**src/rtl/instr_pkg.sv**
```systemverilog
// Shared constants for the MIPS instruction packer: format tags, field widths,
// FSM state encodings and the field-legality helper.
package instr_pkg;

    localparam logic [1:0] FMT_R   = 2'd0;
    localparam logic [1:0] FMT_I   = 2'd1;
    localparam logic [1:0] FMT_J   = 2'd2;
    localparam logic [1:0] FMT_RSV = 2'd3;

    localparam int OP_W  = 6;
    localparam int REG_W = 5;
    localparam int FUN_W = 6;
    localparam int IMM_W = 16;
    localparam int TGT_W = 26;

    localparam logic [1:0] S_IDLE = 2'd0;
    localparam logic [1:0] S_RUN  = 2'd1;
    localparam logic [1:0] S_FULL = 2'd2;

    // R-type instructions carry op 0; I/J types must not.
    function automatic logic fmt_op_bad(input logic [1:0] fmt, input logic [OP_W-1:0] op);
        logic bad;
        case (fmt)
            FMT_R:   bad = (op != '0);
            FMT_I,
            FMT_J:   bad = (op == '0);
            default: bad = 1'b1;
        endcase
        return bad;
    endfunction

endpackage

```
**src/rtl/instr_pack_comb.sv**
```systemverilog
// Purely combinational packer: format tag plus MIPS fields -> 32-bit word.
module instr_pack_comb
    import instr_pkg::*;
(
    input  logic [1:0]       fmt,
    input  logic [OP_W-1:0]  op,
    input  logic [REG_W-1:0] rs,
    input  logic [REG_W-1:0] rt,
    input  logic [REG_W-1:0] rd,
    input  logic [REG_W-1:0] shamt,
    input  logic [FUN_W-1:0] fun,
    input  logic [IMM_W-1:0] imm16,
    input  logic [TGT_W-1:0] target26,
    output logic [31:0]      word
);

    always_comb begin
        word = 32'h0000_0000;
        case (fmt)
            FMT_R:   word = {op, rs, rt, rd, shamt, fun};
            FMT_I:   word = {op, rs, rt, imm16};
            FMT_J:   word = {op, target26};
            default: word = 32'h0000_0000;
        endcase
    end

endmodule

```
**src/rtl/instr_packer.sv**
```systemverilog
// Packs MIPS field bundles into words and streams them into IM at incrementing
// addresses. Optional field checking (err output) when INSTR_PACK_CHECK_EN is defined.
module instr_packer
    import instr_pkg::*;
#(
    parameter int AW    = 5,
    parameter int DEPTH = 32
) (
    input  logic             clk,
    input  logic             rst_n,
    input  logic             start,
    input  logic             clear,
    input  logic             in_valid,
    output logic             in_ready,
    input  logic [1:0]       fmt,
    input  logic [OP_W-1:0]  op,
    input  logic [REG_W-1:0] rs,
    input  logic [REG_W-1:0] rt,
    input  logic [REG_W-1:0] rd,
    input  logic [REG_W-1:0] shamt,
    input  logic [FUN_W-1:0] fun,
    input  logic [IMM_W-1:0] imm16,
    input  logic [TGT_W-1:0] target26,
    output logic             im_we,
    output logic [AW-1:0]    im_addr,
    output logic [31:0]      im_wdata,
    output logic [AW:0]      count,
    output logic             full
`ifdef INSTR_PACK_CHECK_EN
    ,
    output logic             err
`endif
);

    localparam logic [AW:0] LAST = (AW+1)'(DEPTH - 1);

    logic [1:0]    state_reg;
    logic [1:0]    state_next;
    logic [AW:0]   count_reg;
    logic          we_reg;
    logic [AW-1:0] addr_reg;
    logic [31:0]   wdata_reg;
    logic [31:0]   packed_word;
    logic          accept;

    instr_pack_comb u_pack (
        .fmt      (fmt),
        .op       (op),
        .rs       (rs),
        .rt       (rt),
        .rd       (rd),
        .shamt    (shamt),
        .fun      (fun),
        .imm16    (imm16),
        .target26 (target26),
        .word     (packed_word)
    );

    assign in_ready = (state_reg == S_RUN);
    // clear outranks a simultaneous bundle, so it blocks the accept
    assign accept   = in_valid & in_ready & ~clear;

    always_comb begin
        state_next = state_reg;
        if (clear) begin
            state_next = S_IDLE;
        end else begin
            case (state_reg)
                S_IDLE:  if (start) state_next = S_RUN;
                S_RUN:   if (accept && count_reg == LAST) state_next = S_FULL;
                S_FULL:  state_next = S_FULL;
                default: state_next = S_IDLE;
            endcase
        end
    end

    always_ff @(posedge clk or negedge rst_n) begin
        if (!rst_n) begin
            state_reg <= S_IDLE;
            count_reg <= '0;
            we_reg    <= 1'b0;
            addr_reg  <= '0;
            wdata_reg <= '0;
        end else begin
            state_reg <= state_next;
            we_reg    <= accept;
            if (clear) begin
                count_reg <= '0;
            end else if (accept) begin
                count_reg <= count_reg + 1'b1;
            end
            if (accept) begin
                addr_reg  <= count_reg[AW-1:0];
                wdata_reg <= packed_word;
            end else if (clear) begin
                addr_reg  <= '0;
            end
        end
    end

`ifdef INSTR_PACK_CHECK_EN
    logic err_reg;

    always_ff @(posedge clk or negedge rst_n) begin
        if (!rst_n) begin
            err_reg <= 1'b0;
        end else begin
            err_reg <= accept & fmt_op_bad(fmt, op);
        end
    end

    assign err = err_reg;
`endif

    assign im_we    = we_reg;
    assign im_addr  = addr_reg;
    assign im_wdata = wdata_reg;
    assign count    = count_reg;
    assign full     = (state_reg == S_FULL);

endmodule

```
**config.mk**
```make
export PLATFORM = sky130hd
export DESIGN_NAME = instr_packer
export DESIGN_NICKNAME = d
export VERILOG_FILES = /design/src/rtl/instr_pkg.sv /design/src/rtl/instr_pack_comb.sv /design/src/rtl/instr_packer.sv
export SDC_FILE = /design/constraint.sdc
export NUM_CORES = 1
export LEC_CHECK = 0
export BUFFER_PORTS_ARGS = -buffer_cell sky130_fd_sc_hd__buf_2
export CORE_MARGIN = 2
export CORE_UTILIZATION = 45
export CTS_CLUSTER_SIZE = 20
export DETAILED_ROUTE_END_ITERATION = 7
export GPL_TIMING_DRIVEN = 0
export PLACE_DENSITY_LB_ADDON = 0.1
export REMOVE_ABC_BUFFERS = 1
export SLEW_MARGIN = 5
export SYNTH_ARGS = -nofsm -noshare
export SYNTH_HDL_FRONTEND = slang
export SYNTH_SLANG_ARGS = --single-unit
```
**constraint.sdc**
```tcl
create_clock -name clk -period 1.6 [get_ports clk]
set_input_delay 0.32 -clock clk [delete_from_list [all_inputs] [get_ports clk]]
set_output_delay 0.32 -clock clk [all_outputs]
set_load 0.1 [all_outputs]
```
==> results of run 1 <==
[metal layers]
layer  up-vias  GRT usage [%]  wire (um)
li1       1091              -          -
met1       937           21.9       2280
met2        79           36.3       2850
met3         6           6.28        413
met4         0           6.36         55
met5         -              0          0
[worst reg2reg max path, stage by stage (launching register included)]
cell,delay (ns)
dfrtp_1,0.43
inv_2,0.10
ha_1,0.14
or3b_2,0.48
nand3_1,0.11
o221ai_1,0.10
[cell usage after synthesis, drive strengths merged]
| master | number |
|---|---|
| buf | 15 |
| a2bb2oi | 16 |
| inv | 4 |
| nand3 | 5 |
| nand3b | 1 |
| nand2 | 52 |
| o21a | 1 |
| nand4b | 1 |
| or3 | 3 |
| xor2 | 1 |
| mux2i | 16 |
| nor2b | 11 |
| nand4 | 1 |
| and2 | 1 |
| xnor2 | 1 |
| dfrtp | 46 |
| ha | 5 |
| o221ai | 2 |
| nor2 | 2 |
| clkbuf | 3 |
| a21oi | 19 |
| o2111ai | 2 |
| o21ai | 35 |
| or3b | 1 |
[cells by family after synthesis]
family	synth area share, %
buffers and inverters	6.48
XOR/XNOR	0.744
multiplexers	6.80
AND/OR/NAND/NOR	15.2
flip-flops	48.9
adder cells (fa/ha/maj)	2.66
AO/OA/AOI/OAI	19.2
[report_power, final]
part | switching (mW) | internal [mW] | total, mW
sequential | 0.230 | 1.59 | 1.82
combinational | 3.95 | 0.829 | 4.78
clock | 0.399 | 0.307 | 0.707
total | 4.58 | 2.73 | 7.31
[through the flow]
step	instance area, um2	hold WS (ns)
floorplan	2220	0.0244
global route	3180	0.265
CTS	3120	0.232
detailed placement	2980	0.465
finish	3180	0.187
global placement	2940	0.457
[what timing repair did]
action                                  in CTS  in global routing
cloned                                       0                  1
hold endpoints to repair                     0                  0
resized for setup                           10                  5
pin swaps                                    2                  0
endpoints found under the setup margin      37                 29
buffers inserted                             2                  3
hold buffers                                 0                  0
[final cells by class]
cell class | instances | area share [%]
sequential | 46 | 36.2
multi-input combinational | 177 | 34.2
timing repair buffer | 133 | 23.5
tap | 70 | 2.76
clock buffer | 5 | 2.17
clock inverter | 3 | 0.670
inverter | 4 | 0.473
[final timing paths]
kind | end | startpoint | cells past startpoint | slack, ns
min | count[5] | rst_n | 1 | 0.19
min in group clk | im_wdata[29] | op[3] | 3 | 0.25
max reg2reg | state_reg[0] | state_reg[0] | 5 | 0.10
max | full | state_reg[0] | 3 | 0.08
max in group asynchronous | im_wdata[11] | rst_n | 1 | 0.77
min reg2reg | im_wdata[4] | im_wdata[4] | 2 | 0.48
==> results.ini, run 1 <==
[place]
dp.cells=424
gp_congestion=0.757
dp_hpwl_um=4020
io_buffers=126
place_ws_ns=-0.608

[clocking]
cts_root_buf=clkbuf_8
clk_latency_ns=0.30
h-tree-depth=2
ctsLongestPathBuffers=2
tritoncts=done
clk_pin_slew_worst_paths_ns=0.08
clock-sinks=46
cts_buffers=5

[worst_setup_path]
critical_path_arrival_ns=1.20
path_cells=inv_2 > ha_2 > buf_12
worstSetupEndpointType=primary output
cpPeakStageDelay_ns=0.43
critical_path_buf_inv_count=2
cp-start-kind=flop
path_max_fanout=4
crit_type=reg -> out
worstPathRequired_ns=1.28
cp_slowest_cell=dfrtp_1
crit_family=flip-flops

[timing]
timing.slew.headroom_pct=32.2
period_needed_ns=1.52
rsz0062_at_grt=false
finalHoldViolations=0
timing.final.ws_setup_ns=0.0816
fin_skew_ns=0.00643
worstMarginPinSlew_ns=1.02
finalSetupViolations=0
timing.final.crit_share_pct=94.9
finalSetupTns_ns=0
max_freq_mhz=659
slew_viol_final=0

[cells_and_area]
ff_latch_area_mm2=0.00115
fillers=457
area_delta_synth_final_pct=34.8
finalNonFillerCells=438
final_util_pct=62.6
antenna_cells=0
drive_gt1_share_pct=40.5
layout_common_cells=buf_2, nand2_1, dfrtp_1
largest_reg_flops=32
fin_nets=453
multi_input_area_mm2=0.00109
final_common_cell=buf_2

[yosys]
synth_cell_types=29
yosysSeqAreaShare_pct=48.9
synth_top_area_share_pct=48.9
syn_area_per_cell_um2=9.66
yosys_register_bits=46
yosysWarnings=0
synth_area_leaders=dfrtp_1, nand2_1, o21ai_0
netlist_instances=244
synth_top_area_cell=dfrtp_1
synthesis.area_mm2=0.00236

[routing]
wl_per_cell_um=12.8
ant_nets=0
via_per_inst=4.82
drc_errors=0
first_pass_iters=4
vias=2113
drt_wl_total_um=5600
first_iter_violations=73

[floorplan]
die_area_mm2=0.00583
coreArea_mm2=0.00507
rows=26
io_pins=127
die_y_um=76.4
initial_core_util_pct=46.4
die_width_um=76.4

[power_and_ir_drop]
ir_worst_vdd_mv=1.13
power.total_mw=7.31
powerDensity_mw_per_mm2=2300
leakagePower_nw=1.69

[run]
drv_cap=0

[global_routing]
grt_pass1_wl_um=9360
grt_pass1_vias=2093
grt_antenna_before_repair=0
grt_overflow_total=0
grt_max_degree=47
gr-usage-all-layers_pct=19.9

[outcome]
outcome=complete, no violations

[worst_hold_path]
hp-class=in -> async

Power figures use the tool's default switching activity.
==> run 2: changes to the inputs <==
CORE_UTILIZATION = 30   (was 45)
==> results.ini, run 2 (synthesized netlist as in run 1, its figures left out) <==
[outcome]
outcome=complete, no violations

[routing]
first_pass_iters=4
wl_per_cell_um=12.5
drc_errors=0
via_per_inst=4.49
first_iter_violations=19
ant_nets=0
vias=2135
drt_wl_total_um=5950

[global_routing]
grt_max_degree=47
grt_pass1_vias=2012
grtUsageMet3_pct=3.58
grtUsageMet2_pct=23.7
busiest_layer=met2
met1_usage_pct=17.4
grt_pass1_wl_um=9540
gr-usage-all-layers_pct=13.8
grt_overflow_total=0
grt_antenna_before_repair=0

[run]
drv_cap=0

[power_and_ir_drop]
powerDensity_mw_per_mm2=2250
leakagePower_nw=1.72
ir_worst_vdd_mv=1.14

[place]
io_buffers=126
place_ws_ns=-0.666
dp_hpwl_um=4300
gp_congestion=0.730

[floorplan]
die_y_um=92.6
die_area_mm2=0.00858
rows=32
die_width_um=92.6
io_pins=127
initial_core_util_pct=30.6
coreArea_mm2=0.00769

[clocking]
ctsLongestPathBuffers=2
tritoncts=done
clk_latency_ns=0.28
hold_buffers=0
cts_root_buf=clkbuf_8
clk_pin_slew_worst_paths_ns=0.08
clock-sinks=46
h-tree-depth=2
cts_buffers=5

[cells_and_area]
drive_gt1_share_pct=41.3
final_common_cell=buf_2
ff_latch_area_mm2=0.00115
largest_reg_flops=32
fillers=831
antenna_cells=0
fin_nets=460
multi_input_area_mm2=0.00108
area_delta_synth_final_pct=38.8
layout_common_cells=buf_2, nand2_1, dfrtp_1

[timing]
finalHoldViolations=0
worstMarginPinSlew_ns=1.02
fin_skew_ns=0.00265
timing.final.ws_setup_ns=0.0642
finalSetupViolations=0
fin_hold_ws_ns=0.200
period_needed_ns=1.54
timing.slew.headroom_pct=32.0
slew_viol_final=0
timing.final.crit_share_pct=96.0
max_freq_mhz=651

[worst_setup_path]
worstSetupEndpointType=flop
cp-start-kind=flop
worstPathRequired_ns=1.82
cpPeakStageDelay_ns=0.41
path_cells=inv_2 > ha_4 > buf_4 > buf_4 > nand3_1 > or3_1 > a21oi_1
path_max_fanout=5
crit_top_cell=buf_4
cp_slowest_cell=dfrtp_1
crit_type=reg -> reg
critical_path_arrival_ns=1.75

[worst_hold_path]
hp-class=in -> async

## run 2: cell count changes in the layout (fill, tap and decap cells not counted), sizes merged
cell,change
clkbuf,+2
dlymetal6s2s,-1
buf,+7
clkinvlp,-1
clkinv,-2
## run 2: path summary, 6_finish.rpt
kind	from	to	slack [ns]	cells past startpoint
max	state_reg[1]	count[4]	0.06	7
min	rst_n	im_we	0.20	1
max reg2reg	state_reg[1]	count[4]	0.06	7
min reg2reg	im_wdata[12]	im_wdata[12]	0.47	2
max in group asynchronous	rst_n	im_wdata[17]	0.76	1
min in group clk	op[1]	im_wdata[27]	0.26	3
## run 2: metal layers
layer	share of wire [%]	vias up
met2	47	80
met3	6.4	4
met4	0.87	0
met5	0	-
met1	46	945
li1	-	1106
## run 2: stage by stage
stage / util [%] / power (mW) / std cells / instance area [um2] / setup TNS [ns]
2_1_floorplan: - / 5.64 / 226 / 2220 / -58.22
3_3_place_gp: 38.7 / 6.42 / 454 / 2980 / -52.07
3_5_place_dp: 39.5 / 6.49 / 457 / 3030 / -19.43
4_1_cts: 41.4 / 7.32 / 466 / 3180 / 0
5_1_grt: 42.5 / 7.71 / 475 / 3270 / -0.00436
6_report: 42.5 / 7.34 / 475 / 3270 / 0
## run 2: layout make-up
cell class | count | share of cell area, %
Tap cell | 102 | 3.90
Multi-Input combinational cell | 177 | 33.1
Clock buffer | 6 | 2.53
Sequential cell | 46 | 35.2
Timing Repair Buffer | 140 | 24.8
Inverter | 4 | 0.459
## run 2: what timing repair did
| action | in CTS | in global routing |
|---|---|---|
| pin swaps | 2 | 1 |
| endpoints found under the setup margin | 38 | 35 |
| cloned | 0 | 1 |
| setup buffers | 3 | 8 |
| hold endpoints to repair | 0 | 0 |
| gates resized for setup | 11 | 3 |
## run 2: worst max-delay path: cells and delay by family, from the launching register on
kind,cells,cell delay (ns)
flip-flops,1,0.41
AND/OR/NAND/NOR,2,0.41
buffers and inverters,3,0.32
adder cells (fa/ha/maj),1,0.19
AO/OA/AOI/OAI,1,0.14
## run 2: report_power, final
group          total, mW  switching (mW)  internal, mW
combinational       4.83            3.96         0.868
sequential          1.82           0.227          1.59
clock              0.693           0.359         0.334
